File: src/rtl/tx_lane_sched.sv
// tx_lane_sched: four-lane byte scheduler feeding a parallel-to-serial stage.
// After reset it sends SYNC_LEN COM characters, then grants one requesting lane
// per cycle round-robin, with IDL fill when nothing is pending or the link is idle.
// Optional feature: define TX_LANE_SCHED_PRIO_EN to make lane 0 strict priority.
module tx_lane_sched #(
  parameter int unsigned SYNC_LEN = 4,
  parameter logic [7:0]  COM_BYTE = 8'hBC,
  parameter logic [7:0]  IDL_BYTE = 8'h7C
) (
  input  logic       clk_4f,
  input  logic       reset,
  input  logic       IDLE,
  input  logic       valid_in0,
  input  logic       valid_in1,
  input  logic       valid_in2,
  input  logic       valid_in3,
  input  logic [7:0] in0,
  input  logic [7:0] in1,
  input  logic [7:0] in2,
  input  logic [7:0] in3,
  output logic       ready0,
  output logic       ready1,
  output logic       ready2,
  output logic       ready3,
  output logic [7:0] data_out,
  output logic       valid_out,
  output logic       k_out,
  output logic [1:0] lane_out,
  output logic [1:0] state_out
);

  localparam logic [1:0] StRst    = 2'b00;
  localparam logic [1:0] StSync   = 2'b01;
  localparam logic [1:0] StActive = 2'b10;
  localparam logic [1:0] StHold   = 2'b11;

  // Last count value of the SYNC phase (counter starts at 0 on entry).
  localparam logic [3:0] SyncLast = 4'(SYNC_LEN - 1);

  logic [1:0] state_q, state_d;
  logic [1:0] rr_ptr_q, rr_ptr_d;
  logic [3:0] sync_cnt_q, sync_cnt_d;
  logic [7:0] data_q, data_d;
  logic       valid_q, valid_d;
  logic       k_q, k_d;
  logic [1:0] lane_q, lane_d;

  logic [3:0] valid_vec;
  logic       gnt_any;
  logic [1:0] gnt_idx;
  logic [1:0] gnt_ptr_next;
  logic [7:0] gnt_data;
  logic       gnt_en;
  logic [3:0] ready_vec;

  assign valid_vec = {valid_in3, valid_in2, valid_in1, valid_in0};

  // Pick the first requesting lane starting at the round-robin pointer.
  always_comb begin
    logic [1:0] idx;
    gnt_any = 1'b0;
    gnt_idx = 2'd0;
    idx     = 2'd0;
    for (int k = 0; k < 4; k++) begin
      idx = rr_ptr_q + 2'(k);
      if (!gnt_any && valid_vec[idx]) begin
        gnt_any = 1'b1;
        gnt_idx = idx;
      end
    end
`ifdef TX_LANE_SCHED_PRIO_EN
    if (valid_in0) begin
      gnt_any = 1'b1;
      gnt_idx = 2'd0;
    end
`endif
  end

  // Pointer after a grant; a priority grant to lane 0 leaves it in place.
  always_comb begin
`ifdef TX_LANE_SCHED_PRIO_EN
    gnt_ptr_next = (gnt_idx == 2'd0) ? rr_ptr_q : gnt_idx + 2'd1;
`else
    gnt_ptr_next = gnt_idx + 2'd1;
`endif
  end

  // Data mux for the granted lane.
  always_comb begin
    gnt_data = in0;
    case (gnt_idx)
      2'd0:    gnt_data = in0;
      2'd1:    gnt_data = in1;
      2'd2:    gnt_data = in2;
      default: gnt_data = in3;
    endcase
  end

  // Combinational one-hot grant; only in ACTIVE, never under IDLE or reset.
  always_comb begin
    gnt_en    = (state_q == StActive) && !IDLE && !reset && gnt_any;
    ready_vec = 4'b0000;
    if (gnt_en) begin
      ready_vec = 4'b0001 << gnt_idx;
    end
  end

  assign ready0 = ready_vec[0];
  assign ready1 = ready_vec[1];
  assign ready2 = ready_vec[2];
  assign ready3 = ready_vec[3];

  // Next-state and next-output computation for the scheduler FSM.
  always_comb begin
    state_d    = state_q;
    rr_ptr_d   = rr_ptr_q;
    sync_cnt_d = sync_cnt_q;
    data_d     = data_q;
    valid_d    = 1'b0;
    k_d        = 1'b0;
    lane_d     = lane_q;
    case (state_q)
      StRst: begin
        state_d    = StSync;
        sync_cnt_d = 4'd0;
        data_d     = COM_BYTE;
        k_d        = 1'b1;
      end
      StSync: begin
        data_d = COM_BYTE;
        k_d    = 1'b1;
        if (sync_cnt_q == SyncLast) begin
          // IDLE is deliberately ignored here; HOLD is only reachable from ACTIVE.
          state_d = StActive;
          data_d  = IDL_BYTE;
        end else begin
          sync_cnt_d = sync_cnt_q + 4'd1;
        end
      end
      StActive: begin
        if (IDLE) begin
          state_d = StHold;
          data_d  = IDL_BYTE;
          k_d     = 1'b1;
        end else if (gnt_any) begin
          data_d   = gnt_data;
          valid_d  = 1'b1;
          lane_d   = gnt_idx;
          rr_ptr_d = gnt_ptr_next;
        end else begin
          data_d = IDL_BYTE;
          k_d    = 1'b1;
        end
      end
      default: begin
        data_d = IDL_BYTE;
        k_d    = 1'b1;
        if (!IDLE) begin
          state_d = StActive;
        end
      end
    endcase
  end

  // State and output registers with synchronous reset.
  always_ff @(posedge clk_4f) begin
    if (reset) begin
      state_q    <= StRst;
      rr_ptr_q   <= 2'd0;
      sync_cnt_q <= 4'd0;
      data_q     <= 8'h00;
      valid_q    <= 1'b0;
      k_q        <= 1'b0;
      lane_q     <= 2'd0;
    end else begin
      state_q    <= state_d;
      rr_ptr_q   <= rr_ptr_d;
      sync_cnt_q <= sync_cnt_d;
      data_q     <= data_d;
      valid_q    <= valid_d;
      k_q        <= k_d;
      lane_q     <= lane_d;
    end
  end

  assign data_out  = data_q;
  assign valid_out = valid_q;
  assign k_out     = k_q;
  assign lane_out  = lane_q;
  assign state_out = state_q;

endmodule

File: config.mk
export PLATFORM = sky130hd
export DESIGN_NAME = tx_lane_sched
export DESIGN_NICKNAME = d
export VERILOG_FILES = /design/src/rtl/tx_lane_sched.sv
export SDC_FILE = /design/constraint.sdc
export NUM_CORES = 1
export LEC_CHECK = 0
export BUFFER_PORTS_ARGS = -buffer_cell sky130_fd_sc_hd__buf_2
export CORE_MARGIN = 4
export CORE_UTILIZATION = 45
export CTS_BUF_LIST = sky130_fd_sc_hd__clkbuf_4 sky130_fd_sc_hd__clkbuf_8
export CTS_CLUSTER_DIAMETER = 120
export DETAILED_ROUTE_END_ITERATION = 16
export PLACE_DENSITY = 0.8
export SETUP_SLACK_MARGIN = 0.1
export SLEW_MARGIN = 10
export SYNTH_ARGS = -nofsm -noshare
export SYNTH_HDL_FRONTEND = slang
export SYNTH_SLANG_ARGS = --single-unit
File: constraint.sdc
create_clock -name clk_4f -period 2.65 [get_ports clk_4f]
set_clock_uncertainty 0.05 [all_clocks]
set_input_delay 0 -clock clk_4f [delete_from_list [all_inputs] [get_ports clk_4f]]
set_output_delay 0 -clock clk_4f [all_outputs]
set_load 0.02 [all_outputs]
Word level (Yosys, flattened, before mapping)
Cells that the tools add are included.
{"block": "totals", "register_bits": 20}
{"block": "op_classes", "mux": 32, "n_bitwise": 2, "n_eq_ne": 9, "add_sub_neg": 5, "n_reduce_logical": 18, "shift": 1, "n_lt_le_gt_ge": 4}
{"cell": "case mux 8 bit (3 select lines)", "n": 2}
{"cell": "2-to-1 mux 8 bit", "n": 3}
{"cell": "2-to-1 mux 2 bit", "n": 7}
{"cell": "< comparator 2 x 3 -> 1 bit, second input constant", "n": 4}
{"cell": "2-to-1 mux 1 bit", "n": 12}
{"cell": "binary-select mux 1 bit (select 2 bit)", "n": 4}
{"cell": "2-to-1 mux 4 bit", "n": 2}
{"cell": "case mux 4 bit (2 select lines)", "n": 1}
{"cell": "logical AND 1 bit", "n": 6}
{"cell": "!= test 2 bit, second input constant", "n": 3}
{"cell": "case mux 2 bit (3 select lines)", "n": 1}
{"cell": "AND reduction 3 bit", "n": 2}
{"cell": "logical NOT 1 bit", "n": 5}
{"cell": "adder 2 x 1 -> 2 bit, second input constant", "n": 2}
{"cell": "adder 2 bit, second input constant", "n": 2}
{"cell": "adder 4 x 1 -> 4 bit, second input constant", "n": 1}
{"cell": "equality test 2 x 1 -> 1 bit, second input constant", "n": 2}
{"cell": "equality test 2 bit, second input constant", "n": 2}
{"cell": "equality test 4 x 2 -> 1 bit, second input constant", "n": 1}
{"cell": "logical NOT 2 bit", "n": 2}
{"cell": "!= test 4 x 1 -> 1 bit, second input constant", "n": 1}
{"cell": "<< shifter 1 x 2 -> 4 bit, first input constant", "n": 1}
{"cell": "OR reduction 3 bit", "n": 1}
{"cell": "inverter 1 bit", "n": 2}
{"cell": "other kinds (2)", "n": 2}

Logic depth before layout (Yosys ltp)
Gate-level depths: netlist of the first run.
{"block": "depth", "ltp_word": 17, "ltp_mapped": 10, "ltp_nobuf": 9}

Least setup slack after synthesis of the first run
No wires, ideal clock.
{"block": "synth_path", "path_kind": "register -> register", "start": "register rr_ptr_q[0]", "end": "register data_q[6] (netlist: data_out[6])", "synth_period_minus_slack_ns": 2.241, "slack_ns": 0.409, "required_time_ns": 2.469, "path_buffers": 1, "path_stages_with_launch": 11, "t_arrival_ns": 2.059, "cell_sequence": "dfxtp_1 > inv_1 > a221oi_1 > a21o_1 > o21ai_0 > ha_1 > buf_2 > a222oi_1 > nand2_1 > a2111oi_0 > nor3_1"}
{"block": "synth_via", "elab_chain_cells": 17}
{"element": "start: declaration", "line": "41", "text": "logic [1:0] rr_ptr_q, rr_ptr_d;"}
{"element": "start signal: assignment", "line": "177", "text": "rr_ptr_q <= rr_ptr_d;"}
{"element": "parallel branches: the longest is 14 deep, another holds adder 2 x 1 -> 2 bit"}
{"element": "2-to-1 mux 8 bit (*)", "line": "145", "text": "end else if (gnt_any) begin"}
{"element": "2-to-1 mux 8 bit (*)", "line": "141", "text": "if (IDLE) begin"}
{"element": "case mux 8 bit (3 select lines) (*)", "line": "122", "text": "case (state_q)"}
{"element": "end signal: assignment", "line": "179", "text": "data_q <= data_d;"}
{"element": "end: declaration", "line": "43", "text": "logic [7:0] data_q, data_d;"}
Every way passes the cells marked *. The select of a mux whose other input is x is not followed.
A chain may end at the register's enable or synchronous reset.

Final worst setup path of the first run
Same ends and word-level chain as after synthesis.

==> flow_metrics.py, run 1 <==
metrics = {
    "synth": {
        "synth_area_leader_cell": "dfxtp_1",
        "synth_xor_area_share_pct": 0,
        "yosysMostFrequentCell": "dfxtp_1",
        "ys_warn_count": 0,
        "synth_top_area_share_pct": 36.61,
        "syn-num-nets": 172,
        "netlist_instances": 127,
        "synth_common_cells": "dfxtp_1, a21oi_1, nor2_1",
        "synth_top_family_by_area": "compound AO/OA/AOI/OAI gates",
        "ys_ff_latch": 20,
        "synth_area_leaders": "dfxtp_1, a222oi_1, a21oi_1, ha_1, nor2_1",
        "ys_types": 35,
        "seq_area_frac_synth_pct": 36.61,
        "synth_compound_area_share_pct": 27.57,
        "synth_ff_type": "dfxtp_1",
        "synth_area_mm2": 0.001094,
        "synth-edff-count": 0,
        "async_flop_share_pct": 0,
        "muxShareOfSynthArea_pct": 0.9153,
        "synthSimpleGateAreaFrac_pct": 22.08,
        "syn_avg_cell_area_um2": 8.611,
        "synth_fa_ha_area_share_pct": 6.865,
    },
    "global_routing": {
        "grt_pass1_vias": 1084,
        "grt_pass1_wl_um": 4671,
        "grt_max_degree": 20,
        "antenna_found_initial": 0,
        "grt.overflow.total": 0,
        "grt_usage_pct": 18.15,
    },
    "floorplan": {
        "die-area_mm2": 0.003283,
        "die_w_um": 57.30,
        "initial_core_util_pct": 48.50,
        "io-pin-count": 57,
        "chipHeight_um": 57.30,
        "core_mm2": 0.002255,
        "fp-row-count": 17,
    },
    "sta": {
        "worst_pin_slew_ns": 0.4540,
        "finalHoldViolations": 0,
        "tns_ns": 0,
        "drv_slew": 0,
        "timing.final.ws_setup_ns": 0.2980,
        "period_share_pct": 88.75,
        "slew-limit-headroom_pct": 69.48,
        "setup_violations": 0,
        "max_freq_mhz": 425.2,
        "period_minus_slack_ns": 2.352,
        "rsz0062_at_grt": "false",
    },
    "routing": {
        "detail-route-antenna-nets": 0,
        "vias_per_cell": 5.450,
        "first_iter_violations": 47,
        "wire_per_inst_um": 13.84,
        "drcViolationCount": 0,
        "wirelength_um": 3044,
        "vias": 1199,
        "firstDrtPassIters": 5,
    },
    "setup_path": {
        "critPathLaunchType": "register",
        "crit_fanout": 4,
        "critPathSlowestCell": "dfxtp_1",
        "end_kind": "register",
        "crit_required_ns": 2.79,
        "path_buf_inv": 1,
        "cp_top_family": "compound AO/OA/AOI/OAI gates",
        "arrival_ns": 2.49,
        "slowest_delay_ns": 0.38,
        "crit_type": "register to register",
        "crit_chain": "inv_1 -> a221oi_1 -> a21o_1 -> o21ai_0 -> ha_2 -> a222oi_1 -> nand2_1 -> a2111oi_2 -> nor3_1",
    },
    "final_layout": {
        "area_delta_synth_final_pct": 41.53,
        "final_cells": 220,
        "fillers": 203,
        "drive_above_1_share_pct": 38.54,
        "nets": 238,
        "antenna_cells": 0,
    },
    "flow_run": {
        "maxCapViolations": 0,
    },
    "clock_network": {
        "clk_latency_ns": 0.30,
        "htree_levels": 1,
        "clockBufferDepth": 2,
        "path_clk_slew_ns": 0.11,
        "cts_tree": "yes",
        "cts_sinks": 20,
        "numCtsBuffers": 3,
        "clock-root-buffer": "clkbuf_4",
    },
    "pwr": {
        "p_per_area_mw_per_mm2": 445.5,
        "ir_worst_vdd_mv": 0.4469,
        "leakage_nw": 0.7466,
    },
    "place": {
        "dp_hpwl_um": 2328,
        "io_buffers": 56,
        "dp.cells": 204,
        "dp_slack_ns": 0.1844,
        "gp_congestion": 0.8471,
    },
    "min_path": {
        "hp-class": "primary input to register",
    },
    "run_status": {
        "outcome": "finished clean",
    },
}
layout by cell type (no fill, tap or decap), types with 3 or more instances in the layout:
cell,synthesis,routed
nand2b_1,3,3
dfxtp_1,20,20
buf_2,1,56
nor2_1,13,13
inv_1,5,5
o21ai_0,9,9
clkbuf_4,0,3
nand2_1,9,9
a21oi_1,15,15
a222oi_1,8,8
ha_1,6,4
and2_1,4,4
buf_4,1,5
dlygate4sd3_1,0,8
what timing repair did:
item                                   4_1_cts  5_1_grt
endpoints found under the hold margin        9        0
setup buffers                                0        4
setup endpoints to repair                    0        1
hold buffers                                 8        0
resized for setup                            0        4
worst reg2reg max path: stages (launching register included):
cell       delay, ns
dfxtp_1         0.38
inv_1           0.10
a221oi_1        0.28
a21o_1          0.16
o21ai_0         0.15
ha_2            0.23
a222oi_1        0.32
nand2_1         0.12
a2111oi_2       0.36
nor3_1          0.08
flip-flops by register name (all words and copies together), names as in the netlist:
register	count
state_out	2
valid_out	1
rr_ptr_q	2
sync_cnt_q	4
lane_out	2
data_out	8
k_out	1
final cells by class:
cell class / instances / area (um2) / share of cell area [%]
sequential: 20 / 400.4 / 25.87
multi-input combinational: 93 / 639.4 / 41.31
clock inverter: 1 / 30.03 / 1.940
inverter: 6 / 22.52 / 1.455
tap: 28 / 35.03 / 2.264
clock buffer: 3 / 22.52 / 1.455
timing repair buffer: 69 / 397.9 / 25.71
cell families after synthesis:
| kind of cell | Yosys count |
|---|---|
| compound gates | 44 |
| fa+ha+maj | 6 |
| buf+inv | 14 |
| flops | 20 |
| mux | 1 |
| simple gates | 42 |
through the flow:
step | hold WS, ns | cell area, um2 | power [mW] | utilization (%)
2_1_floorplan | 0.09271 | 1094 | 0.3872 | -
5_1_grt | 0.04748 | 1548 | 0.7255 | 68.65
3_3_place_gp | 0.1958 | 1374 | 0.4306 | 60.93
4_1_cts | 0.01485 | 1506 | 0.6880 | 66.81
3_5_place_dp | 0.2006 | 1374 | 0.4350 | 60.93
6_report | 0.02188 | 1548 | 0.6895 | 68.65
routing by layer:
metal,up-vias,global-route usage [%],routed length [um]
met5,-,0,0
met4,0,4.967,33
met3,4,5.204,178
met2,36,32.79,1604
met1,562,20.71,1228
li1,597,-,-
path summary, 6_finish.rpt:
path,slack [ns],end,start,depth (start not counted)
worst max-delay path,0.30,data_out[6],rr_ptr_q[0],9
worst min-delay path,0.02,sync_cnt_q[3],reset,2
worst max register to register,0.30,data_out[6],rr_ptr_q[0],9
worst min register to register,0.44,lane_out[1],lane_out[1],2
power by group:
part           internal (mW)  total [mW]  switching [mW]
Combinational         0.0662       0.132          0.0655
Sequential             0.308       0.314         0.00597
Clock                  0.153       0.243          0.0906
Total                  0.527       0.690           0.162
Note: power is estimated with default switching activity, not from simulation.
==> run 2: changes to the inputs <==
--- a/config.mk
+++ b/config.mk
@@ -7,4 +7,5 @@
 export LEC_CHECK = 0
 export BUFFER_PORTS_ARGS = -buffer_cell sky130_fd_sc_hd__buf_2
+export CAP_MARGIN = 30
 export CORE_MARGIN = 4
 export CORE_UTILIZATION = 45
@@ -13,4 +14,5 @@
 export DETAILED_ROUTE_END_ITERATION = 16
 export PLACE_DENSITY = 0.8
+export RECOVER_POWER = 25
 export SETUP_SLACK_MARGIN = 0.1
 export SLEW_MARGIN = 10
==> constraint.sdc (replaced) <==
create_clock -name clk_4f -period 2.65 [get_ports clk_4f]
set_clock_uncertainty 0.05 [all_clocks]
set_input_delay 0.3975 -clock clk_4f [delete_from_list [all_inputs] [get_ports clk_4f]]
set_output_delay 0.3975 -clock clk_4f [all_outputs]
set_load 0.02 [all_outputs]
==> run 2 against run 1 <==
Net effect:
- total power shrank 0.17%
- clock power grew 3%
- fmax shrank 2.9%
- first-iteration DRC count up 49%
- final area decreased by 5.6%
- critical endpoint is now ready2
- sequential power is essentially flat
- non-clock buffer count down 8
- worst setup slack worse by 0.070 ns
- routed wire length grew 1.7%
- largest cell class unchanged
==> flow_metrics.py, run 2 (synthesized netlist as in run 1, its figures left out) <==
metrics = {
    "final_layout": {
        "final_area_mm2": 0.001461,
        "antenna_cells": 0,
        "nets": 230,
        "utilization_pct": 64.82,
        "final_common_cell": "buf_2",
        "final_cell_mix": "buf_2, dfxtp_1, a21oi_1, nor2_1, nand2_1",
        "area_delta_synth_final_pct": 33.64,
        "drive_above_1_share_pct": 36.41,
        "largest_reg_flops": 8,
    },
    "sta": {
        "drv_slew": 0,
        "period_minus_slack_ns": 2.422,
        "whs_ns": 0.2894,
        "period_share_pct": 91.40,
        "max_freq_mhz": 412.8,
        "rsz0062_at_grt": "false",
        "slew-limit-headroom_pct": 71.78,
        "worst_pin_slew_ns": 0.4127,
        "tns_ns": 0,
        "setup_violations": 0,
        "finalHoldViolations": 0,
    },
    "routing": {
        "detail-route-antenna-nets": 0,
        "wire_per_inst_um": 14.60,
        "wirelength_um": 3095,
        "first_iter_violations": 70,
        "vias": 1184,
        "firstDrtPassIters": 5,
        "vias_per_cell": 5.585,
        "drcViolationCount": 0,
    },
    "clock_network": {
        "clock-root-buffer": "clkbuf_4",
        "clk_latency_ns": 0.30,
        "numCtsBuffers": 3,
        "clockBufferDepth": 2,
        "htree_levels": 1,
        "cts_tree": "yes",
        "cts_sinks": 20,
        "path_clk_slew_ns": 0.12,
        "cts_hold_buf": 0,
    },
    "setup_path": {
        "crit_fanout": 8,
        "slowest_delay_ns": 0.37,
        "arrival_ns": 1.97,
        "critPathLaunchType": "register",
        "crit_required_ns": 2.20,
        "critPathSlowestCell": "dfxtp_1",
        "end_kind": "primary output",
        "crit_chain": "a21oi_1 -> o21ai_0 -> a2bb2o_1 -> inv_2 -> ha_1 -> buf_4 -> and2_1 -> buf_2",
        "crit_type": "register to primary output",
    },
    "floorplan": {
        "die_w_um": 57.30,
        "io-pin-count": 57,
        "die-area_mm2": 0.003283,
        "core_mm2": 0.002255,
        "initial_core_util_pct": 48.50,
        "chipHeight_um": 57.30,
        "fp-row-count": 17,
    },
    "min_path": {
        "hp-class": "primary input to register",
    },
    "global_routing": {
        "grt_pass1_vias": 1160,
        "grt_pass1_wl_um": 4899,
        "grt_usage_pct": 18.61,
        "grt_max_degree": 20,
        "antenna_found_initial": 0,
        "grt.overflow.total": 0,
    },
    "run_status": {
        "outcome": "finished clean",
    },
    "pwr": {
        "clock_power_share_pct": 36.5,
        "ir_worst_vdd_mv": 0.2474,
        "p_int_uw": 519.3,
        "switching_share_pct": 24.55,
        "p_per_area_mw_per_mm2": 471.0,
        "leakage_nw": 0.6905,
        "p_comb_share_pct": 17.9,
        "switchingPower_uw": 169.0,
        "seqPwrFrac_pct": 45.7,
    },
    "flow_run": {
        "maxCapViolations": 0,
    },
    "place": {
        "io_buffers": 56,
        "dp_hpwl_um": 2361,
        "gp_congestion": 0.7675,
        "dpl_cell_area_mm2": 0.001389,
    },
}
-- run 2: final timing paths --
check,start,endpoint,cells after the start,slack [ns]
hold reg to reg,lane_out[1],lane_out[1],2,0.44
setup / recovery,rr_ptr_q[1],ready2,8,0.23
hold / removal,in3[1],data_out[1],3,0.29
setup reg to reg,rr_ptr_q[1],data_out[6],9,0.39
-- run 2: worst max-delay path, delay by kind of cell, from the launching register on --
family,cells,cell delay (ns)
AO/OA/AOI/OAI,3,0.57
buffers and inverters,3,0.43
flip-flops,1,0.37
adder cells (fa/ha/maj),1,0.18
AND/OR/NAND/NOR,1,0.12
-- run 2: final cells by class --
cell class | count | area [um2]
fillers | 209 | 793.3
repair buffers | 61 | 307.8
clock buffers | 3 | 22.52
clock inverters | 1 | 30.03
well taps | 28 | 35.03
multi-input cells | 93 | 641.9
flip-flops and latches | 20 | 401.6
inverters | 6 | 22.52
-- run 2: what timing repair did --
action,in CTS,in global routing
endpoints found under the setup margin,4,4
pin swaps,0,0
gates resized for setup,1,5
setup buffers,2,0
-- run 2: power by group through the flow --
| stage | clock [mW] | sequential [mW] | combinational [mW] |
|---|---|---|---|
| 3_3_place_gp | 0 | 0.321 | 0.113 |
| 2_1_floorplan | 0 | 0.328 | 0.0592 |
| 3_5_place_dp | 0 | 0.321 | 0.118 |
| 5_1_grt | 0.269 | 0.315 | 0.136 |
| 4_1_cts | 0.253 | 0.314 | 0.121 |
| 6_report | 0.251 | 0.314 | 0.123 |
-- run 2: per-layer routing --
| metal | vias up | track usage [%] | part of all wire [%] |
|---|---|---|---|
| li1 | 584 | - | - |
| met1 | 564 | 20.58 | 40 |
| met2 | 34 | 35.40 | 54 |
| met3 | 2 | 3.846 | 6.0 |
| met4 | 0 | 5.298 | 0.65 |
| met5 | - | 0 | 0 |
-- run 2: stage by stage --
step                      power [mW]  cells  setup slack [ns]
after floorplan               0.3872    127            0.3920
after global placement        0.4337    206            0.2516
after detailed placement      0.4390    206           0.08832
after CTS                     0.6880    212            0.1285
after global routing          0.7207    212            0.1058
final                         0.6883    212            0.2278
